--- config.mk ---
export PLATFORM = sky130hd
export DESIGN_NAME = fir_cfg_regs_flat
export DESIGN_NICKNAME = d
export VERILOG_FILES = /design/src/rtl/fir_cfg_pkg.sv /design/src/rtl/fir_cfg_regs_if.sv /design/src/rtl/fir_cfg_chan.sv /design/src/rtl/fir_cfg_regs.sv /design/src/flat_wrapper.sv
export SDC_FILE = /design/constraint.sdc
export NUM_CORES = 1
export LEC_CHECK = 0
export BUFFER_PORTS_ARGS = -buffer_cell sky130_fd_sc_hd__buf_2
export CORE_MARGIN = 2
export CORE_UTILIZATION = 50
export CTS_CLUSTER_SIZE = 10
export DETAILED_ROUTE_END_ITERATION = 10
export GPL_TIMING_DRIVEN = 0
export PLACE_DENSITY = 0.69
export RECOVER_POWER = 50
export SLEW_MARGIN = 0
export SYNTH_ARGS = -nofsm -noshare
export SYNTH_HDL_FRONTEND = slang
export SYNTH_SLANG_ARGS = --single-unit
--- constraint.sdc ---
create_clock -name clk -period 3.4 [get_ports clk]
set_input_delay 0.34 -clock clk [delete_from_list [all_inputs] [get_ports clk]]
set_output_delay 0.34 -clock clk [all_outputs]
set_load 0.005 [all_outputs]
--- src/rtl/fir_cfg_pkg.sv ---
// Shared constants and types for the FIR configuration register block:
// address map, reset values and MODE field layout.
package fir_cfg_pkg;

  localparam int CH_STRIDE = 16;

  localparam logic [3:0] COEF_DIV_OFS = 4'hC;
  localparam logic [3:0] MODE_OFS     = 4'hD;

  localparam logic [7:0] ID_ADDR     = 8'hF0;
  localparam logic [7:0] CTRL_ADDR   = 8'hF1;
  localparam logic [7:0] STATUS_ADDR = 8'hF2;
  localparam logic [7:0] IRQ_EN_ADDR = 8'hF3;

  localparam int CTRL_COMMIT_BIT  = 0;
  localparam int CTRL_PENDING_BIT = 1;

  localparam logic [7:0] COEF_RST     = 8'h00;
  localparam logic [7:0] COEF_DIV_RST = 8'h01;
  localparam logic [1:0] RATIO_RST    = 2'd0;
  localparam logic       CONV_EN_RST  = 1'b0;

  localparam int MODE_RATIO_LSB   = 0;
  localparam int MODE_CONV_EN_BIT = 7;

  typedef struct packed {
    logic       wr;
    logic [7:0] addr;
    logic [7:0] data;
  } bus_wr_t;

  // Full-scale codes in either direction count as overflow.
  function automatic logic is_overflow(input logic [7:0] s);
    return (s == 8'h80) || (s == 8'h7F);
  endfunction

endpackage

--- src/rtl/fir_cfg_regs_if.sv ---
// Host register bus: one-cycle req strobe, wr_en selects write, registered read return.
interface fir_cfg_regs_if;
  logic       req;
  logic       wr_en;
  logic [7:0] addr;
  logic [7:0] wr_data;
  logic [7:0] rd_data;
  logic       rd_valid;

  modport master (output req, wr_en, addr, wr_data, input rd_data, rd_valid);
  modport slave  (input req, wr_en, addr, wr_data, output rd_data, rd_valid);
endinterface

--- src/rtl/fir_cfg_chan.sv ---
// One channel: shadow registers written by the host, active registers that
// take a snapshot of the shadows when apply is asserted.
module fir_cfg_chan
  import fir_cfg_pkg::*;
#(
  parameter int CH_IDX   = 0,
  parameter int NUM_TAPS = 3
) (
  input  logic                     clk,
  input  logic                     reset_n,
  input  bus_wr_t                  wr,
  input  logic [7:0]               rd_addr,
  input  logic                     apply,
  output logic [7:0]               rd_val,
  output logic [NUM_TAPS-1:0][7:0] coef,
  output logic [7:0]               coef_div,
  output logic [1:0]               ratio,
  output logic                     conv_en
);

  localparam logic [7:0] BASE = 8'(CH_IDX * CH_STRIDE);

  logic [NUM_TAPS-1:0][7:0] coef_sh;
  logic [7:0]               div_sh;
  logic [1:0]               ratio_sh;
  logic                     en_sh;

  logic       wr_sel;
  logic [3:0] wr_ofs;

  assign wr_sel = wr.wr && (wr.addr[7:4] == BASE[7:4]);
  assign wr_ofs = wr.addr[3:0];

  always_ff @(posedge clk) begin
    if (!reset_n) begin
      coef_sh  <= {NUM_TAPS{COEF_RST}};
      div_sh   <= COEF_DIV_RST;
      ratio_sh <= RATIO_RST;
      en_sh    <= CONV_EN_RST;
    end else if (wr_sel) begin
      for (int t = 0; t < NUM_TAPS; t++)
        if (wr_ofs == 4'(t)) coef_sh[t] <= wr.data;
      if (wr_ofs == COEF_DIV_OFS) div_sh <= wr.data;
      if (wr_ofs == MODE_OFS) begin
        ratio_sh <= wr.data[MODE_RATIO_LSB +: 2];
        en_sh    <= wr.data[MODE_CONV_EN_BIT];
      end
    end
  end

  // Snapshot takes the shadow values as they stood before any same-cycle write.
  always_ff @(posedge clk) begin
    if (!reset_n) begin
      coef     <= {NUM_TAPS{COEF_RST}};
      coef_div <= COEF_DIV_RST;
      ratio    <= RATIO_RST;
      conv_en  <= CONV_EN_RST;
    end else if (apply) begin
      coef     <= coef_sh;
      coef_div <= div_sh;
      ratio    <= ratio_sh;
      conv_en  <= en_sh;
    end
  end

  always_comb begin
    rd_val = 8'h00;
    if (rd_addr[7:4] == BASE[7:4]) begin
      for (int t = 0; t < NUM_TAPS; t++)
        if (rd_addr[3:0] == 4'(t)) rd_val = coef_sh[t];
      if (rd_addr[3:0] == COEF_DIV_OFS) rd_val = div_sh;
      if (rd_addr[3:0] == MODE_OFS) begin
        rd_val[MODE_RATIO_LSB +: 2]  = ratio_sh;
        rd_val[MODE_CONV_EN_BIT]     = en_sh;
      end
    end
  end

endmodule

--- src/rtl/fir_cfg_regs.sv ---
// Multi-channel FIR config/status registers: per-channel shadow/active banks,
// sample-aligned commit, overflow sticky status with interrupt.
module fir_cfg_regs
  import fir_cfg_pkg::*;
#(
  parameter int         NUM_CH     = 2,
  parameter int         NUM_TAPS   = 3,
  parameter logic [7:0] ID_VERSION = 8'h21
) (
  input  logic                         clk,
  input  logic                         reset_n,
  fir_cfg_regs_if.slave                bus,
  input  logic                         I_sample_stb,
  input  logic [NUM_CH*8-1:0]          I_adc_data,
  output logic [NUM_CH*NUM_TAPS*8-1:0] O_coef,
  output logic [NUM_CH*8-1:0]          O_coef_div,
  output logic [NUM_CH*2-1:0]          O_decimation_ratio,
  output logic [NUM_CH-1:0]            O_conv_en,
  output logic                         O_update_pending,
  output logic                         O_irq
);

  logic wr_stb, rd_stb, commit_wr, apply;
  bus_wr_t wr_req;

  logic [NUM_CH-1:0] status, status_nxt, irq_en, irq_en_nxt, ovf_set, w1c;
  logic [NUM_CH-1:0][7:0] chan_rd;
  logic [7:0] chan_rd_or, rd_mux;
  logic pending;

  assign wr_stb    = bus.req && bus.wr_en;
  assign rd_stb    = bus.req && !bus.wr_en;
  assign wr_req    = '{wr: wr_stb, addr: bus.addr, data: bus.wr_data};
  assign commit_wr = wr_stb && (bus.addr == CTRL_ADDR) && bus.wr_data[CTRL_COMMIT_BIT];
  // pending is still low in the COMMIT cycle, so a coincident strobe cannot apply.
  assign apply     = pending && I_sample_stb;

  for (genvar c = 0; c < NUM_CH; c++) begin : g_ch
    fir_cfg_chan #(.CH_IDX(c), .NUM_TAPS(NUM_TAPS)) u_chan (
      .clk      (clk),
      .reset_n  (reset_n),
      .wr       (wr_req),
      .rd_addr  (bus.addr),
      .apply    (apply),
      .rd_val   (chan_rd[c]),
      .coef     (O_coef[c*NUM_TAPS*8 +: NUM_TAPS*8]),
      .coef_div (O_coef_div[c*8 +: 8]),
      .ratio    (O_decimation_ratio[c*2 +: 2]),
      .conv_en  (O_conv_en[c])
    );
  end

  always_comb begin
    ovf_set = '0;
    for (int c = 0; c < NUM_CH; c++)
      ovf_set[c] = I_sample_stb && is_overflow(I_adc_data[c*8 +: 8]);
  end

  // Set is OR'd in after the clear so a coincident overflow wins.
  assign w1c        = (wr_stb && bus.addr == STATUS_ADDR) ? bus.wr_data[NUM_CH-1:0] : '0;
  assign status_nxt = (status & ~w1c) | ovf_set;
  assign irq_en_nxt = (wr_stb && bus.addr == IRQ_EN_ADDR) ? bus.wr_data[NUM_CH-1:0] : irq_en;

  always_ff @(posedge clk) begin
    if (!reset_n) begin
      pending <= 1'b0;
      status  <= '0;
      irq_en  <= '0;
      O_irq   <= 1'b0;
    end else begin
      if (apply)          pending <= 1'b0;
      else if (commit_wr) pending <= 1'b1;
      status <= status_nxt;
      irq_en <= irq_en_nxt;
      O_irq  <= |(status_nxt & irq_en_nxt);
    end
  end

  assign O_update_pending = pending;

  always_comb begin
    chan_rd_or = 8'h00;
    for (int c = 0; c < NUM_CH; c++) chan_rd_or |= chan_rd[c];
  end

  always_comb begin
    rd_mux = chan_rd_or;
    case (bus.addr)
      ID_ADDR:     rd_mux = ID_VERSION;
      CTRL_ADDR:   rd_mux = 8'(pending) << CTRL_PENDING_BIT;
      STATUS_ADDR: rd_mux = 8'(status);
      IRQ_EN_ADDR: rd_mux = 8'(irq_en);
      default:     ;
    endcase
  end

  always_ff @(posedge clk) begin
    if (!reset_n) begin
      bus.rd_data  <= 8'h00;
      bus.rd_valid <= 1'b0;
    end else begin
      bus.rd_valid <= rd_stb;
      if (rd_stb) bus.rd_data <= rd_mux;
    end
  end

endmodule
--- src/flat_wrapper.sv ---
// flat-port wrapper written by rule: the top's interface ports become plain ports
module fir_cfg_regs_flat import fir_cfg_pkg::*;
#(
  parameter int         NUM_CH     = 2,
  parameter int         NUM_TAPS   = 3,
  parameter logic [7:0] ID_VERSION = 8'h21
)
  (clk, reset_n, I_sample_stb, I_adc_data, O_coef, O_coef_div, O_decimation_ratio, O_conv_en, O_update_pending, O_irq, bus_req, bus_wr_en, bus_addr, bus_wr_data, bus_rd_data, bus_rd_valid);
  fir_cfg_regs_if bus_i ();
  input  logic clk;
  input  logic reset_n;
  input  logic I_sample_stb;
  input  logic [NUM_CH*8-1:0] I_adc_data;
  output logic [NUM_CH*NUM_TAPS*8-1:0] O_coef;
  output logic [NUM_CH*8-1:0] O_coef_div;
  output logic [NUM_CH*2-1:0] O_decimation_ratio;
  output logic [NUM_CH-1:0] O_conv_en;
  output logic O_update_pending;
  output logic O_irq;
  input wire logic [$bits(bus_i.req)-1:0] bus_req;
  input wire logic [$bits(bus_i.wr_en)-1:0] bus_wr_en;
  input wire logic [$bits(bus_i.addr)-1:0] bus_addr;
  input wire logic [$bits(bus_i.wr_data)-1:0] bus_wr_data;
  output wire logic [$bits(bus_i.rd_data)-1:0] bus_rd_data;
  output wire logic [$bits(bus_i.rd_valid)-1:0] bus_rd_valid;
  assign bus_i.req = bus_req;
  assign bus_i.wr_en = bus_wr_en;
  assign bus_i.addr = bus_addr;
  assign bus_i.wr_data = bus_wr_data;
  assign bus_rd_data = bus_i.rd_data;
  assign bus_rd_valid = bus_i.rd_valid;
  fir_cfg_regs #(.NUM_CH(NUM_CH), .NUM_TAPS(NUM_TAPS), .ID_VERSION(ID_VERSION)) u_core (.clk(clk), .reset_n(reset_n), .bus(bus_i), .I_sample_stb(I_sample_stb), .I_adc_data(I_adc_data), .O_coef(O_coef), .O_coef_div(O_coef_div), .O_decimation_ratio(O_decimation_ratio), .O_conv_en(O_conv_en), .O_update_pending(O_update_pending), .O_irq(O_irq));
endmodule
==> results of run 1 <==
-- stage by stage --
stage               utilization  hold slack (ps)  area, um2  total power, uW
detailed placement        0.570              432       7550             2050
finish                    0.613              272       8120             4000
global placement          0.570              429       7550             2050
floorplan                     -              435       6770             1970
CTS                       0.617              231       8170             4010
global route              0.613              281       8120             4110
-- worst max-delay path, cell delays in order --
cell      delay (ps)
clkbuf_1         210
clkbuf_1         520
nor4b_4          510
clkbuf_1         410
clkbuf_1         450
nand3_1          120
a21boi_0         190
-- path summary, 6_finish.rpt --
kind	endpoint	slack [ps]	from
setup reg to reg	u_core.g_ch[0].u_chan.coef[13]	1560	u_core.O_update_pending
setup / recovery	u_core.g_ch[1].u_chan.coef_sh[10]	1000	bus_addr[0]
hold reg to reg	u_core.bus.rd_data[0]	440	u_core.bus.rd_data[0]
hold / removal	u_core.irq_en[1]	270	bus_wr_data[1]
-- final cells by class --
type                       instances  area (um2)
inverter                           3        11.3
clock buffer                      22         484
sequential                       155        3100
tap                              176         220
multi-input combinational        585        3360
clock inverter                    10         138
buffer                            68         279
fill                            1260        5130
timing repair buffer             111         524
-- cells in the final DEF (no fill, tap or decap), types with 4 or more instances in the layout --
cell,count
nand2_1,232
dfxtp_1,155
buf_2,99
a21boi_0,89
nand3_1,81
clkbuf_1,77
a21boi_1,47
clkbuf_16,17
o21ai_1,13
mux2i_1,11
nor2b_1,8
o21ai_0,8
a21oi_1,7
a31oi_1,7
mux2_1,6
nor3_1,5
and2_1,5
nor2_1,5
nand4_1,5
nand2b_1,4
mux4_2,4
nor4_1,4
o211ai_1,4
clkbuf_8,4
-- power by group through the flow --
stage	clock [uW]	sequential [uW]	combinational, uW
2_1_floorplan	0	1860	110
3_3_place_gp	0	1860	187
3_5_place_dp	0	1860	188
4_1_cts	2000	1820	189
5_1_grt	2090	1820	202
6_report	1990	1820	190
-- state kept, by name, indices dropped and copies added, names as in the netlist --
register                     flops
u_core.bus.rd_valid              1
u_core.irq_en                    2
u_core.g_ch.u_chan.div_sh       16
u_core.O_update_pending          1
u_core.bus.rd_data               8
u_core.g_ch.u_chan.coef         48
u_core.g_ch.u_chan.en_sh         2
u_core.g_ch.u_chan.ratio         4
u_core.g_ch.u_chan.ratio_sh      4
u_core.g_ch.u_chan.coef_sh      48
u_core.O_irq                     1
u_core.g_ch.u_chan.conv_en       2
u_core.g_ch.u_chan.coef_div     16
u_core.status                    2
-- Yosys cell counts, drive strengths merged (2+ instances only) --
cell type	instances
nand4	5
clkbuf	46
a22o	2
a21boi	136
nor2	5
nand2	232
mux2i	11
a311oi	2
and3	2
nand2b	4
nor4	5
mux4	4
o22ai	2
nor4b	3
buf	22
a32oi	2
a21oi	7
o211ai	4
nand4b	3
o21ai	21
inv	3
and2	6
mux2	8
a221oi	2
a22oi	3
nand3	81
nor2b	8
dfxtp	155
or4b	2
or3	2
nor3	7
a31oi	7
-- per-layer routing --
| metal | wire, um | vias up |
|---|---|---|
| met1 | 9110 | 2942 |
| met5 | 0 | - |
| met2 | 8750 | 291 |
| li1 | - | 3052 |
| met4 | 631 | 0 |
| met3 | 1700 | 44 |
-- logic make-up after synthesis --
family | Yosys count | synth area share
AND/OR/NAND/NOR | 369 | 0.250
buffers and inverters | 71 | 0.0447
flip-flops | 155 | 0.458
multiplexers | 23 | 0.0429
AO/OA/AOI/OAI | 193 | 0.205
==> results.cfg, run 1 <==
[cts]
cts_hold_buf = 0
cts_resized = 0
ctsLongestPathBuffers = 2
cts_max_level = 4
post_cts_buffers = 0
numCtsBuffers = 17
cts.sinks = 155
path_clk_slew_ps = 60
cts_tree = done
clk_latency_ps = 430
root_buffer = clkbuf_16

[power]
combPwrFrac = 0.047
powerDensity_nw_per_um2 = 493
p_sw_frac = 0.221
seq_power_share = 0.455
max-vdd-ir-drop_uv = 341
p_clk_frac = 0.498
power_leakage_uw = 0.00288
p_switching_uw = 884
p_int_uw = 3120

[finish]
layout-drive-gt1-share = 0.149
nNetsFinal = 978
final_cells = 1130
n_antenna_cell = 0
area_delta_synth_final_pct = 19.8

[sta]
report.final.slew_viol_count = 0
worstMarginPinSlew_ps = 999
relSlewSlack = 0.329
fin_crit_sh = 0.707
finalHoldViolations = 0
rsz0062_at_grt = false
setup_tns_ps = 0
setup_violations = 0
worst_slack_ps = 996
fin_crit_ps = 2400
fmax_mhz = 416
skew_ps = 5.41

[logic_synthesis]
synth_cells = 811
syn_area_per_cell_um2 = 8.35
synth_top_area_cell = dfxtp_1
synth_edf_count = 0
netlist_area_um2 = 6770
synth_top_area_frac = 0.458
syn_nets = 848
synthDistinctLibCells = 51
ys_seq_elements = 155
ys.flop_type = dfxtp_1
postSynth.asyncResetShare = 0
synth_area_leaders = dfxtp_1 (46%), nand2_1 (13%), a21boi_0 (7.5%)
synth-seq-area-share = 0.458
yosys_warnings = 0

[global_route]
grt_max_degree = 17
grt_pass1_vias = 5964
grt_pass1_wl_um = 31900
grt-ovfl-total = 0
antenna_found_initial = 0
globalRoute.busiestLayer = met2
grtUsageTotal = 0.288
grt_use_met1 = 0.390
use_met3 = 0.0774
use_met2 = 0.433

[die]
core_um2 = 13200
die_y_um = 120
die_area_um2 = 14500
ios = 118
rows = 42
die_w_um = 120
start_util = 0.511

[worst_setup_path]
start_kind = input pin
crit_type = input pin to flip-flop
ff2ff_path_depth = 5
endpoint_kind = flip-flop
critPathArrivalTime_ps = 2760
cp.required_ps = 3750
worst-path-max-fanout = 10

[status]
outcome = complete, no violations

[route]
ant_nets = 0
wirelength_um = 20200
num_vias = 6329
dr.pass1.iters = 7
drc_errors = 0
avgViaCountPerCell = 5.60
drt-initial-drc-count = 562
wl_per_cell_um = 17.9

[flow_run]
cap_viol_max_count = 0

[placed_design]
dp_cells = 1098
dp_hpwl_um = 14700
numPortBuffers = 111
gp_congestion = 0.973
place_ws_ps = 1230

[hold_path]
worst_hold_path_type = input pin to flip-flop
holdPathStages = 3
Power figures use the tool's default switching activity.
==> run 2: changes to the inputs <==
==> constraint.sdc (replaced) <==
create_clock -name clk -period 2.4 [get_ports clk]
set_input_delay 0.24 -clock clk [delete_from_list [all_inputs] [get_ports clk]]
set_output_delay 0.24 -clock clk [all_outputs]
set_load 0.005 [all_outputs]
==> run 2 against run 1 <==
  * Worst hold slack worse by 100 ps
  * Combinational power is 42% higher
  * Cell count stayed put
  * Routed wire length is 0.13% higher
  * Core utilization hardly changed
  * Die area stayed put
  * Critical path depth is 1 higher
  * Via count is 0.30% higher
  * First-iteration DRC count is 13% lower
  * Critical endpoint is now u_core.bus.rd_data[5]
  * Largest cell class unchanged
==> results.cfg, run 2 (synthesized netlist as in run 1, its figures left out) <==
[die]
die_y_um = 120
ios = 118
start_util = 0.511
rows = 42
die_area_um2 = 14500
die_w_um = 120
core_um2 = 13200

[sta]
setup_violations = 0
fin_crit_sh = 0.850
fmax_mhz = 490
worstMarginPinSlew_ps = 1000
whs_ps = 172
report.final.slew_viol_count = 0
rsz0062_at_grt = false
finalHoldViolations = 0
relSlewSlack = 0.326
setup_tns_ps = 0
fin_crit_ps = 2040
skew_ps = 7.27

[worst_setup_path]
worst-path-max-fanout = 10
worst-path-buf-inv = 3
crit_path_cell_trace = clkbuf_1 > clkbuf_1 > nor4b_4 > buf_2 > a32oi_1 > o22ai_1 > nand3_1 > a31oi_1
cp_slowest_cell = nor4b_4
cp_top_family = buffers and inverters
timing.critical_path.mode_cell = clkbuf_1
start_kind = input pin
endpoint_kind = flip-flop
cp.required_ps = 2760
critPathMaxStageDelay_ps = 520
critPathArrivalTime_ps = 2400
crit_type = input pin to flip-flop

[power]
max-vdd-ir-drop_uv = 485
power_leakage_uw = 0.00289
powerDensity_nw_per_um2 = 698

[cts]
cts_max_level = 4
numCtsBuffers = 17
post_cts_buffers = 0
path_clk_slew_ps = 60
cts_resized = 0
root_buffer = clkbuf_16
cts_tree = done
cts_hold_buf = 0
clk_latency_ps = 430
ctsLongestPathBuffers = 2
cts.sinks = 155

[placed_design]
numPortBuffers = 111
dp_cells = 1098
dpl_cell_area_um2 = 7550
gp_congestion = 0.973
dp_hpwl_um = 14700

[global_route]
grt_max_degree = 17
grt-ovfl-total = 0
grtUsageTotal = 0.288
grt_pass1_vias = 5964
antenna_found_initial = 0
grt_pass1_wl_um = 31900

[finish]
finish.utilization = 0.613
area_delta_synth_final_pct = 19.9
fin_area_um2 = 8120
fillCellCount = 1258
top_regs = u_core.g_ch.u_chan.coef: 48 flops, u_core.g_ch.u_chan.coef_sh: 48 flops
layout-drive-gt1-share = 0.151
final_cells = 1130
layout_commonest_cell = nand2_1
mostFrequentLayoutCells = nand2_1 (232), dfxtp_1 (155), buf_2 (101)
nNetsFinal = 978
n_antenna_cell = 0

[route]
drc_errors = 0
ant_nets = 0
wl_per_cell_um = 17.9
num_vias = 6348
dr.pass1.iters = 7
drt-initial-drc-count = 491
avgViaCountPerCell = 5.62
wirelength_um = 20200

[hold_path]
worst_hold_path_type = input pin to flip-flop

[status]
outcome = complete, no violations

[flow_run]
cap_viol_max_count = 0
run 2: changes by cell type in the layout (fill, tap and decap cells not counted), sizes merged:
| cell | before | now |
|---|---|---|
| clkbuf | 100 | 98 |
| buf | 101 | 103 |
run 2: per-layer routing:
metal | part of all wire | global-route usage | wire, um | up-vias
li1 | - | - | - | 3055
met1 | 0.45 | 0.390 | 9080 | 2952
met2 | 0.43 | 0.433 | 8720 | 287
met3 | 0.084 | 0.0774 | 1700 | 54
met4 | 0.036 | 0.121 | 723 | 0
met5 | 0 | 0 | 0 | -
run 2: worst paths after layout:
path / from / endpoint / slack, ps / cells past startpoint
setup / recovery: bus_addr[0] / u_core.bus.rd_data[5] / 360 / 8
setup reg to reg: u_core.O_update_pending / u_core.g_ch[0].u_chan.coef[13] / 590 / 5
hold / removal: reset_n / u_core.bus.rd_valid / 170 / 2
hold reg to reg: u_core.bus.rd_data[0] / u_core.bus.rd_data[0] / 440 / 2
run 2: per-stage QoR:
| step | setup slack (ps) | total power (uW) |
|---|---|---|
| 4_1_cts | 574 | 5680 |
| 3_5_place_dp | 327 | 2900 |
| 5_1_grt | 241 | 5820 |
| 6_report | 359 | 5670 |
| 2_1_floorplan | 794 | 2790 |
| 3_3_place_gp | 332 | 2900 |
run 2: worst reg2reg max path: stages (launching register included):
cell	delay, ps
dfxtp_1	400
and2_1	150
clkbuf_1	510
clkbuf_1	370
nand2_1	110
a21boi_0	200
run 2: report_power, final:
| part | switching [uW] | internal (uW) |
|---|---|---|
| Combinational | 176 | 93.6 |
| Sequential | 2.24 | 2580 |
| Clock | 1070 | 1740 |
| Total | 1250 | 4420 |
run 2: layout make-up:
class / count / area, um2 / area share
clock inverters: 10 / 138 / 0.0170
flip-flops and latches: 155 / 3100 / 0.382
plain buffers: 68 / 282 / 0.0347
well taps: 176 / 220 / 0.0271
multi-input cells: 585 / 3360 / 0.413
repair buffers: 111 / 524 / 0.0646
clock buffers: 22 / 484 / 0.0596
inverters: 3 / 11.3 / 0.00139
==> run 3: changes to the inputs <==
--- a/config.mk
+++ b/config.mk
@@ -6,12 +6,14 @@
 export NUM_CORES = 1
 export LEC_CHECK = 0
 export BUFFER_PORTS_ARGS = -buffer_cell sky130_fd_sc_hd__buf_2
+export CELL_PAD_IN_SITES_DETAIL_PLACEMENT = 1
+export CELL_PAD_IN_SITES_GLOBAL_PLACEMENT = 1
 export CORE_MARGIN = 2
-export CORE_UTILIZATION = 50
+export CORE_UTILIZATION = 41
 export CTS_CLUSTER_SIZE = 10
 export DETAILED_ROUTE_END_ITERATION = 10
 export GPL_TIMING_DRIVEN = 0
-export PLACE_DENSITY = 0.69
+export PLACE_DENSITY = 0.76
 export RECOVER_POWER = 50
 export SLEW_MARGIN = 0
 export SYNTH_ARGS = -nofsm -noshare
==> run 3 against run 2 <==
  * Combinational power up 4%
  * Clock skew rose by 2.2 ps
  * Clock power rose by 4%
  * Global-route usage is 1.8 points lower
  * First-iteration DRC count rose by 21%
==> results.cfg, run 3 (synthesized netlist as in run 1, its figures left out) <==
[status]
outcome = complete, no violations

[cts]
cts_hold_buf = 0
root_buffer = clkbuf_16
cts_resized = 0
cts_tree = done
post_cts_buffers = 0
cts.sinks = 155
path_clk_slew_ps = 60
cts_max_level = 4
ctsLongestPathBuffers = 2
clk_latency_ps = 440
numCtsBuffers = 17

[worst_setup_path]
crit_path_cell_trace = clkbuf_1 > clkbuf_1 > nor4b_4 > clkbuf_2 > nand2_1 > nand2_1 > a21boi_0
critPathMaxStageDelay_ps = 550
endpoint_kind = flip-flop
cp_slowest_cell = nor4b_4
critPathArrivalTime_ps = 2490
worst-path-max-fanout = 10
start_kind = input pin
crit_type = input pin to flip-flop
reg2reg_setup_slack_ps = 400
cp.required_ps = 2720
worstReg2RegStart = u_core.O_update_pending
r2r-end = u_core.g_ch[1].u_chan.coef[16]
ff2ff_path_depth = 5

[finish]
layout_commonest_cell = nand2_1
nNetsFinal = 978
top_regs = u_core.g_ch.u_chan.coef: 48 flops, u_core.g_ch.u_chan.coef_sh: 48 flops
layout-drive-gt1-share = 0.139
area_delta_synth_final_pct = 20.6
n_antenna_cell = 0
mostFrequentLayoutCells = nand2_1 (232), dfxtp_1 (155), buf_2 (89)

[die]
rows = 46
core_um2 = 16000
start_util = 0.423
die_w_um = 133
ios = 118
die_area_um2 = 17600
die_y_um = 133

[sta]
fin_crit_sh = 0.904
report.final.slew_viol_count = 0
whs_ps = 166
setup_violations = 0
worst_slack_ps = 229
rsz0062_at_grt = false
worstMarginPinSlew_ps = 1030
relSlewSlack = 0.308
skew_ps = 9.51
finalHoldViolations = 0
fmax_mhz = 461
fin_crit_ps = 2170
setup_tns_ps = 0

[flow_run]
cap_viol_max_count = 0

[placed_design]
gp_congestion = 0.909
numPortBuffers = 111
place_ws_ps = 266
dp_hpwl_um = 17100

[global_route]
grt_pass1_vias = 6418
grt_pass1_wl_um = 36700
grt_max_degree = 17
grtUsageTotal = 0.270
antenna_found_initial = 0
grt-ovfl-total = 0

[route]
drc_errors = 0
wl_per_cell_um = 20.2
dr.pass1.iters = 5
avgViaCountPerCell = 5.55
num_vias = 6488
drt-initial-drc-count = 594
ant_nets = 0
wirelength_um = 23600

[power]
power_uw = 5780
power_leakage_uw = 0.00284
max-vdd-ir-drop_uv = 551
powerDensity_nw_per_um2 = 708

[hold_path]
worst_hold_path_type = input pin to flip-flop
holdPathStages = 3
holdPathEnd = u_core.irq_en[0]
hold_path.startpoint = bus_wr_data[0]
==> run 3: worst max-delay path by stage <==
stage / from / to / slack (ps)
2_1_floorplan: bus_addr[0] / u_core.O_irq / 790
3_3_place_gp: bus_addr[1] / u_core.bus.rd_data[7] / 280
3_5_place_dp: bus_addr[1] / u_core.bus.rd_data[7] / 270
4_1_cts: u_core.O_update_pending / u_core.g_ch[1].u_chan.coef[16] / 380
5_1_grt: bus_addr[0] / u_core.g_ch[1].u_chan.coef_sh[10] / 130
6_report: bus_addr[0] / u_core.g_ch[1].u_chan.coef_sh[8] / 230
==> run 3: metal layers <==
metal  vias to the layer above  wire [um]  share of wire  GRT usage
li1                       3059          -              -          -
met1                      3135      10600           0.45      0.359
met2                       249      10800           0.46      0.439
met4                         0        564          0.024     0.0836
met5                         -          0              0          0
met3                        45       1560          0.066     0.0621
==> run 3: layout make-up <==
class	instances	area (um2)
Sequential cell	155	3100
Timing Repair Buffer	111	510
Tap cell	216	270
Clock buffer	20	447
Fill cell	1993	7830
Multi-Input combinational cell	585	3360
Inverter	3	11.3
Clock inverter	12	186
Buffer	68	283
==> run 3: metrics by stage <==
step            util  instances  area, um2
2_1_floorplan      -        811       6770
3_3_place_gp   0.475       1138       7600
3_5_place_dp   0.475       1138       7600
4_1_cts        0.514       1170       8230
5_1_grt        0.510       1170       8170
6_report       0.510       1170       8170
==> run 3: critical path: cells and delay by family <==
family                 cells  cell delay (ps)
buffers and inverters      3             1100
AND/OR/NAND/NOR            3             1040
AO/OA/AOI/OAI              1              100
==> run 3: power by group <==
part	total, uW	internal [uW]	switching [uW]	leakage [uW]
logic	281	93.8	187	0.00129
registers	2580	2580	2.71	0.00125
clock network	2920	1780	1140	0.000298
total	5780	4450	1330	0.00284
